### config.mk
export PLATFORM = sky130hd
export DESIGN_NAME = round_pack_float_param
export DESIGN_NICKNAME = d
export VERILOG_FILES = /design/src/rtl/fp_round_pkg.sv /design/src/rtl/round_pack_float_param_shift_right_jam.sv /design/src/rtl/round_pack_float_param.sv
export SDC_FILE = /design/constraint.sdc
export NUM_CORES = 1
export LEC_CHECK = 0
export BUFFER_PORTS_ARGS = -buffer_cell sky130_fd_sc_hd__clkbuf_2
export CORE_UTILIZATION = 49
export CTS_CLUSTER_SIZE = 24
export DETAILED_ROUTE_END_ITERATION = 7
export PLACE_DENSITY = 0.7
export SYNTH_ARGS = -nofsm -noshare
export SYNTH_HDL_FRONTEND = slang
export SYNTH_SLANG_ARGS = --single-unit
### constraint.sdc
create_clock -name ap_clk -period 7.7 [get_ports ap_clk]
set_clock_uncertainty 0.2 [all_clocks]
set_input_delay 0.77 -clock ap_clk [delete_from_list [all_inputs] [get_ports ap_clk]]
set_output_delay 0.77 -clock ap_clk [all_outputs]
set_load 0.01 [all_outputs]
### src/rtl/fp_round_pkg.sv
`default_nettype none
// ============================================================================
//  Module   : fp_round_pkg
//  Purpose  : Shared types, flag indices and special-value encoder for the
//             parametrised floating-point round-and-pack stage.
//  Revision : 1.0 - initial parametrised release
// ============================================================================
package fp_round_pkg;

    typedef enum logic [1:0] {
        RNE = 2'd0,     // round to nearest, ties to even
        RTZ = 2'd1,     // round toward zero
        RDN = 2'd2,     // round toward -infinity
        RUP = 2'd3      // round toward +infinity
    } rnd_mode_e;

    localparam int FLAG_INEXACT   = 0;
    localparam int FLAG_UNDERFLOW = 2;
    localparam int FLAG_OVERFLOW  = 3;

    typedef enum logic [2:0] {
        IDLE   = 3'd0,
        CLASS  = 3'd1,
        DENORM = 3'd2,
        ROUND  = 3'd3,
        DONE   = 3'd4
    } state_e;

    // Widest packed format the encoder can produce.
    localparam int ENC_MAX_W = 128;

    // Packed overflow result: infinity, or the largest finite magnitude.
    function automatic logic [ENC_MAX_W-1:0] special_enc(
        input int   exp_w,
        input int   frac_w,
        input logic sign,
        input logic inf
    );
        logic [ENC_MAX_W-1:0] one;
        logic [ENC_MAX_W-1:0] exp_all;
        logic [ENC_MAX_W-1:0] frac_all;
        logic [ENC_MAX_W-1:0] res;
        one      = {{(ENC_MAX_W-1){1'b0}}, 1'b1};
        exp_all  = (one << exp_w) - one;
        frac_all = (one << frac_w) - one;
        if (inf) begin
            res = exp_all << frac_w;
        end else begin
            res = ((exp_all - one) << frac_w) | frac_all;
        end
        res = res | ({{(ENC_MAX_W-1){1'b0}}, sign} << (exp_w + frac_w));
        return res;
    endfunction

endpackage
`default_nettype wire

### src/rtl/round_pack_float_param_shift_right_jam.sv
`default_nettype none
// ============================================================================
//  Module   : shift_right_jam
//  Purpose  : Combinational right shift that ORs every bit shifted out into
//             the result LSB. Shift counts >= W collapse to (i_val != 0).
//  Revision : 1.0 - initial release
// ============================================================================
module shift_right_jam #(
    parameter int W    = 64,
    parameter int SH_W = 13
) (
    input  logic [W-1:0]    i_val,
    input  logic [SH_W-1:0] i_shamt,
    output logic [W-1:0]    o_val
);

    logic [W-1:0] w_shifted;
    logic [W-1:0] w_lost_mask;
    logic         w_sticky;

    // Oversized shifts yield zero data and an all-ones mask, so the sticky
    // term alone carries the "any bit set" information.
    assign w_shifted   = i_val >> i_shamt;
    assign w_lost_mask = ~({W{1'b1}} << i_shamt);
    assign w_sticky    = |(i_val & w_lost_mask);
    assign o_val       = w_shifted | {{(W-1){1'b0}}, w_sticky};

endmodule
`default_nettype wire

### src/rtl/round_pack_float_param.sv
`default_nettype none
// ============================================================================
//  Module   : round_pack_float_param
//  Purpose  : Rounds a sign / biased exponent / left-aligned significand
//             triple into a packed IEEE-754 word of configurable width,
//             with four rounding modes, denormal handling and exception flags.
//  Revision : 1.0 - initial parametrised release
// ============================================================================
module round_pack_float_param
    import fp_round_pkg::*;
#(
    parameter int EXP_W  = 11,
    parameter int FRAC_W = 52,
    parameter int RB_W   = 10,
    parameter int FLAG_W = 32
) (
    input  logic                     ap_clk,
    input  logic                     ap_rst_n,
    input  logic                     ap_start,
    output logic                     ap_done,
    output logic                     ap_idle,
    output logic                     ap_ready,
    input  logic [1:0]               rnd_mode,
    input  logic                     zSign,
    input  logic [EXP_W+1:0]         zExp,
    input  logic [FRAC_W+RB_W+1:0]   zSig,
    input  logic [FLAG_W-1:0]        flags_i,
    output logic [FLAG_W-1:0]        flags_o,
    output logic                     flags_o_vld,
    output logic [EXP_W+FRAC_W:0]    ap_return
);

    localparam int SIG_W    = FRAC_W + RB_W + 2;
    localparam int c_ZE_W   = EXP_W + 2;
    localparam int c_RET_W  = 1 + EXP_W + FRAC_W;
    localparam int c_RSIG_W = SIG_W - RB_W;

    // Largest exponent that can still round to a finite value: the hidden
    // bit adds one to the field, and a rounding carry adds one more.
    localparam logic [c_ZE_W-1:0] c_OVF_EXP  = c_ZE_W'((2 ** EXP_W) - 3);
    localparam logic [SIG_W-1:0]  c_INC_HALF = SIG_W'(1) << (RB_W - 1);
    localparam logic [SIG_W-1:0]  c_INC_ALL  = (SIG_W'(1) << RB_W) - SIG_W'(1);
    localparam logic [RB_W-1:0]   c_RB_HALF  = RB_W'(1) << (RB_W - 1);
    localparam logic [FLAG_W-1:0] c_F_INX    = FLAG_W'(1) << FLAG_INEXACT;
    localparam logic [FLAG_W-1:0] c_F_UNF    = FLAG_W'(1) << FLAG_UNDERFLOW;
    localparam logic [FLAG_W-1:0] c_F_OVF    = FLAG_W'(1) << FLAG_OVERFLOW;

    state_e               r_state;
    state_e               w_next;
    logic                 r_sign;
    logic [c_ZE_W-1:0]    r_exp;
    logic [SIG_W-1:0]     r_sig;
    rnd_mode_e            r_mode;
    logic [FLAG_W-1:0]    r_flags_in;
    logic                 r_uflow;
    logic [c_RET_W-1:0]   r_ret;
    logic [FLAG_W-1:0]    r_flags_o;

    logic [SIG_W-1:0]     w_inc;
    logic [SIG_W-1:0]     w_sum;
    logic                 w_top;
    logic                 w_ovf;
    logic                 w_neg;
    logic [c_ZE_W-1:0]    w_shamt;
    logic [SIG_W-1:0]     w_jam;
    logic                 w_tiny;
    logic                 w_uf;
    logic [RB_W-1:0]      w_rb;
    logic [c_RSIG_W-1:0]  w_rsig;
    logic [EXP_W-1:0]     w_rexp;
    logic [c_RET_W-1:0]   w_packed;
    logic [c_RET_W-1:0]   w_ovf_ret;

    // Rounding increment added below the fraction LSB.
    always_comb begin
        w_inc = '0;
        case (r_mode)
            RNE:     w_inc = c_INC_HALF;
            RTZ:     w_inc = '0;
            RDN:     w_inc = r_sign ? c_INC_ALL : '0;
            RUP:     w_inc = r_sign ? '0 : c_INC_ALL;
            default: w_inc = '0;
        endcase
    end

    // A rounded significand reaching the top bit means the mantissa carried
    // past the hidden bit into the next binade.
    assign w_sum   = r_sig + w_inc;
    assign w_top   = w_sum[SIG_W-1];
    assign w_neg   = r_exp[c_ZE_W-1];
    assign w_ovf   = ($signed(r_exp) > $signed(c_OVF_EXP)) || ((r_exp == c_OVF_EXP) && w_top);
    assign w_shamt = -r_exp;

    shift_right_jam #(
        .W    (SIG_W),
        .SH_W (c_ZE_W)
    ) u_jam (
        .i_val   (r_sig),
        .i_shamt (w_shamt),
        .o_val   (w_jam)
    );

    // Tininess is judged before rounding unless the exponent is exactly -1,
    // where a rounding carry would lift the value back into the normal range.
    assign w_tiny = (w_neg && (r_exp != '1)) || !w_top;
    assign w_uf   = w_tiny && (w_jam[RB_W-1:0] != '0);

    // Final rounding and packing; the exponent is added rather than
    // concatenated so a hidden-bit carry bumps the exponent field.
    always_comb begin
        w_rb   = r_sig[RB_W-1:0];
        w_rsig = c_RSIG_W'(w_sum >> RB_W);
        if ((r_mode == RNE) && (w_rb == c_RB_HALF)) begin
            w_rsig[0] = 1'b0;
        end
        w_rexp   = (w_rsig == '0) ? '0 : r_exp[EXP_W-1:0];
        w_packed = (c_RET_W'(r_sign) << (EXP_W + FRAC_W))
                 + (c_RET_W'(w_rexp) << FRAC_W)
                 + c_RET_W'(w_rsig);
    end

    assign w_ovf_ret = c_RET_W'(special_enc(EXP_W, FRAC_W, r_sign, (w_inc != '0)));

    // State register.
    always_ff @(posedge ap_clk or negedge ap_rst_n) begin
        if (!ap_rst_n) begin
            r_state <= IDLE;
        end else begin
            r_state <= w_next;
        end
    end

    // Next-state selection.
    always_comb begin
        w_next = r_state;
        case (r_state)
            IDLE:    w_next = ap_start ? CLASS : IDLE;
            CLASS:   w_next = w_ovf ? DONE : (w_neg ? DENORM : ROUND);
            DENORM:  w_next = ROUND;
            ROUND:   w_next = DONE;
            DONE:    w_next = IDLE;
            default: w_next = IDLE;
        endcase
    end

    // Operand capture, denormalisation and result/flag registers.
    always_ff @(posedge ap_clk or negedge ap_rst_n) begin
        if (!ap_rst_n) begin
            r_sign     <= 1'b0;
            r_exp      <= '0;
            r_sig      <= '0;
            r_mode     <= RNE;
            r_flags_in <= '0;
            r_uflow    <= 1'b0;
            r_ret      <= '0;
            r_flags_o  <= '0;
        end else begin
            case (r_state)
                IDLE: begin
                    if (ap_start) begin
                        r_sign     <= zSign;
                        r_exp      <= zExp;
                        r_sig      <= zSig;
                        r_mode     <= rnd_mode_e'(rnd_mode);
                        r_flags_in <= flags_i;
                        r_uflow    <= 1'b0;
                    end
                end
                CLASS: begin
                    if (w_ovf) begin
                        r_ret     <= w_ovf_ret;
                        r_flags_o <= r_flags_in | c_F_OVF | c_F_INX;
                    end
                end
                DENORM: begin
                    r_sig   <= w_jam;
                    r_exp   <= '0;
                    r_uflow <= w_uf;
                end
                ROUND: begin
                    r_ret     <= w_packed;
                    r_flags_o <= r_flags_in
                               | (r_uflow ? c_F_UNF : '0)
                               | ((w_rb != '0) ? c_F_INX : '0);
                end
                default: ;
            endcase
        end
    end

    assign ap_done     = (r_state == DONE);
    assign ap_ready    = ap_done;
    assign flags_o_vld = ap_done;
    assign ap_idle     = (r_state == IDLE) && !ap_start;
    assign ap_return   = r_ret;
    assign flags_o     = r_flags_o;

endmodule
`default_nettype wire

==> impl_metrics.tcl <==
set metrics [dict create \
    post_synth_instance_area_sq_um 16000 \
    synth_nets 2119 \
    period_share_pct 87.1 \
    start_util_pct 50.3 \
    layout_commonest_cell "nand2_1" \
    power_density_nw_per_um2 587 \
    hold-worst-slack_ns -0.000207 \
    post-cts-setup-buffer-count 0 \
    p_seq_share_pct 24.1 \
    internal_power_uw 4730 \
    cts-resized-gates 0 \
    viasPerCell 6.68 \
    grt_pass1_wl_um 103000 \
    grt_pass1_vias 15800 \
    cp-startpoint "r_sign" \
    clkTransAtPathRegs_ns 0.06 \
    worstPathMaxFanout 23 \
    port_buffers 214 \
    die_h_um 183 \
    dp_slack_ns 1.26 \
    yosysSeqAreaShare_pct 33.1 \
    post-route-util_pct 56.9 \
    cts_buffer_depth 3 \
    die_area_sq_um 33400 \
    cts-htree-levels 1 \
    clk_latency_ns 0.55 \
    crit_top_cell "nor2_1" \
    drive_gt1_share_pct 18.8 \
    postCtsHoldBufs 0 \
    ys_ff_latch 212 \
    placed_cell_area_sq_um 17300 \
    avgSynthCellArea_sq_um 8.06 \
    firstDrtPassIters 7 \
    cts_buffers 25 \
    maxCapViolCount 0 \
    synth_flop_cell "dfrtp_1" \
    slowest_delay_ns 0.87 \
    ir_worst_vdd_v 0.000345 \
    final_nets 2204 \
    ant_nets 0 \
    hold_path_class "in -> async" \
    core_sq_um 31900 \
    ys_async_sr_fraction_pct 100 \
    reg2reg_depth 22 \
    path_cells "xor2_1 > and2_1 > ha_1 > a21oi_1 > o211a_1 > nand2b_1 > nand2_1 > a41oi_1 > nand4_1 > nor4_1 > nand4_1 > nor2_1 > nor2_1 > ha_1 > inv_1 > fa_1 > nor2_1 > and3_1 > and3_1 > nand3_1 > xor2_1 > o31ai_1" \
    wire_per_inst_um 27.6 \
    netSwitchingPower_uw 5910 \
    startpoint_type "flop" \
    violations "hold timing" \
    relSlewSlack_pct 25.3 \
    root_buffer "clkbuf_16" \
    antenna_found_initial 2 \
    p_leak_uw 0.00766 \
    synth_cell_types 84 \
    comb_power_share_pct 63.8 \
    layout_min_cycle_time_ns 6.70 \
    synth-edff-count 0 \
    cp.required_ns 7.89 \
    vias 16900 \
    clock_power_share_pct 12.1 \
    finalSetupViolCount 0 \
    gp_congestion 1.05 \
    fin_setup_tns_ns 0 \
    grt_setup_unrepaired "no" \
    grt_max_degree 102 \
    grt_usage_pct 41.4 \
    outcome "finished with violations" \
    timing.rr.start "r_sign" \
    power_switching_share_pct 55.5 \
    tritoncts "built" \
    cts.sinks 212 \
    cp-end-kind "flop" \
    design_area_sq_um 18100 \
    dp_hpwl_um 49500 \
    slowest_stage "nand2b_1" \
    crit_arrival_ns 6.89 \
    yosysWarningCount 0 \
    fin_ws_ns 0.995 \
    worstSetupPathType "reg -> reg" \
    synthCells 1989 \
    syn2layout_area_growth_pct 13.1 \
    grt_remaining_overflow 0 \
    ios 215 \
    routed_wl_um 69800 \
    hold_viol 1 \
    layout_common_cells "nand2_1, clkbuf_2, dfrtp_1, nor2_1, o21ai_0" \
    drt_iter0_drc 2241 \
    fillers 3063 \
    fmax_mhz 149 \
    tightest_slew_ns 1.12 \
    r2r-end "ap_return[62]" \
    reg2reg_slack_ns 1.0 \
    rows 65 \
    die_x_um 183 \
    maxSlewViolCount 0 \
    drc 0 \
]
## registers in the layout (all words and copies together) (netlist names)
| name | cells |
|---|---|
| r_uflow | 1 |
| flags_o | 32 |
| r_mode | 2 |
| ap_return | 64 |
| r_flags_in | 32 |
| r_sig | 64 |
| r_sign | 1 |
| r_state | 3 |
| r_exp | 13 |
## worst max-delay path by stage
stage	endpoint	cells past startpoint
finish	ap_return[62]	22
global route	ap_return[62]	22
CTS	ap_return[62]	22
detailed placement	ap_return[62]	22
global placement	ap_return[62]	22
floorplan	ap_return[62]	25
## worst max-delay path: cells and delay by family (launching register included)
family | cells | cell delay (ns)
AOI/OAI and AO/OA | 4 | 0.84
xor gates and xnor gates | 2 | 0.40
adders and majority gates | 3 | 0.77
buffers and inverters | 1 | 0.07
DFF | 1 | 0.46
and+or+nand+nor | 12 | 3.80
## metrics by stage
step	std cells	power, uW	hold WS, ns
2_1_floorplan	1989	6680	0.239
3_3_place_gp	2482	9050	0.248
3_5_place_dp	2482	9050	0.258
4_1_cts	2525	10400	0.0467
5_1_grt	2525	11200	0.0537
6_report	2527	10600	-0.000207
## kinds of logic (layout without fill, tap and decap cells)
family / count (synthesis) / in the layout / share of synthesized area [%]
buf+inv: 215 / 316 / 5.79
flops: 212 / 212 / 33.1
other cells: 0 / 2 / 0
mux: 143 / 143 / 12.9
xor+xnor: 73 / 73 / 4.04
simple gates: 787 / 787 / 21.6
fa+ha+maj: 16 / 16 / 1.28
compound gates: 543 / 543 / 21.3
## metal layers
| layer | part of all wire [%] | global-route usage [%] | vias to the layer above |
|---|---|---|---|
| met1 | 40 | 57.3 | 8193 |
| met2 | 42 | 59.2 | 1146 |
| met4 | 5.1 | 19.1 | 0 |
| li1 | - | - | 7331 |
| met5 | 0 | 0 | - |
| met3 | 12 | 12.5 | 206 |
## area by class of cell
type	count	area (sq um)	area share, %
well taps	435	544	3.00
clock buffers	29	641	3.53
diodes	2	5.00	0.0276
multi-input cells	1562	9940	54.8
inverters	15	56.3	0.311
flip-flops and latches	212	5310	29.3
repair buffers	258	1410	7.78
clock inverters	14	228	1.26
## cell usage after synthesis (8+ instances only)
| cell type | count | area [sq um] |
|---|---|---|
| ha_1 | 14 | 175 |
| nor4_1 | 15 | 93.8 |
| clkbuf_1 | 117 | 439 |
| a21oi_1 | 102 | 510 |
| mux2i_1 | 86 | 861 |
| nand2_1 | 441 | 1660 |
| o21ai_1 | 53 | 265 |
| mux4_2 | 50 | 1130 |
| buf_2 | 50 | 250 |
| o21a_1 | 9 | 67.6 |
| nand4_1 | 32 | 200 |
| nand3_1 | 59 | 295 |
| and3_1 | 12 | 75.1 |
| nor3_1 | 31 | 155 |
| a22oi_1 | 20 | 150 |
| xnor2_1 | 46 | 403 |
| xor2_1 | 26 | 228 |
| inv_1 | 13 | 48.8 |
| nand2b_1 | 9 | 56.3 |
| o211ai_1 | 70 | 526 |
| and4_1 | 8 | 70.1 |
| o31ai_1 | 14 | 105 |
| dfrtp_1 | 212 | 5310 |
| o21ai_0 | 127 | 636 |
| a31oi_1 | 11 | 68.8 |
| nor2_1 | 132 | 495 |
| buf_1 | 21 | 78.8 |
| a211oi_1 | 24 | 180 |
| o22ai_1 | 47 | 294 |
## power groups by stage
stage	Clock [uW]	Sequential, uW	Combinational (uW)
after floorplan	0	2020	4660
after global placement	0	2500	6550
after detailed placement	0	2510	6530
after CTS	1300	2500	6560
after global routing	1340	2580	7230
final	1280	2560	6790
No activity file was read; power rests on OpenSTA's default activity.
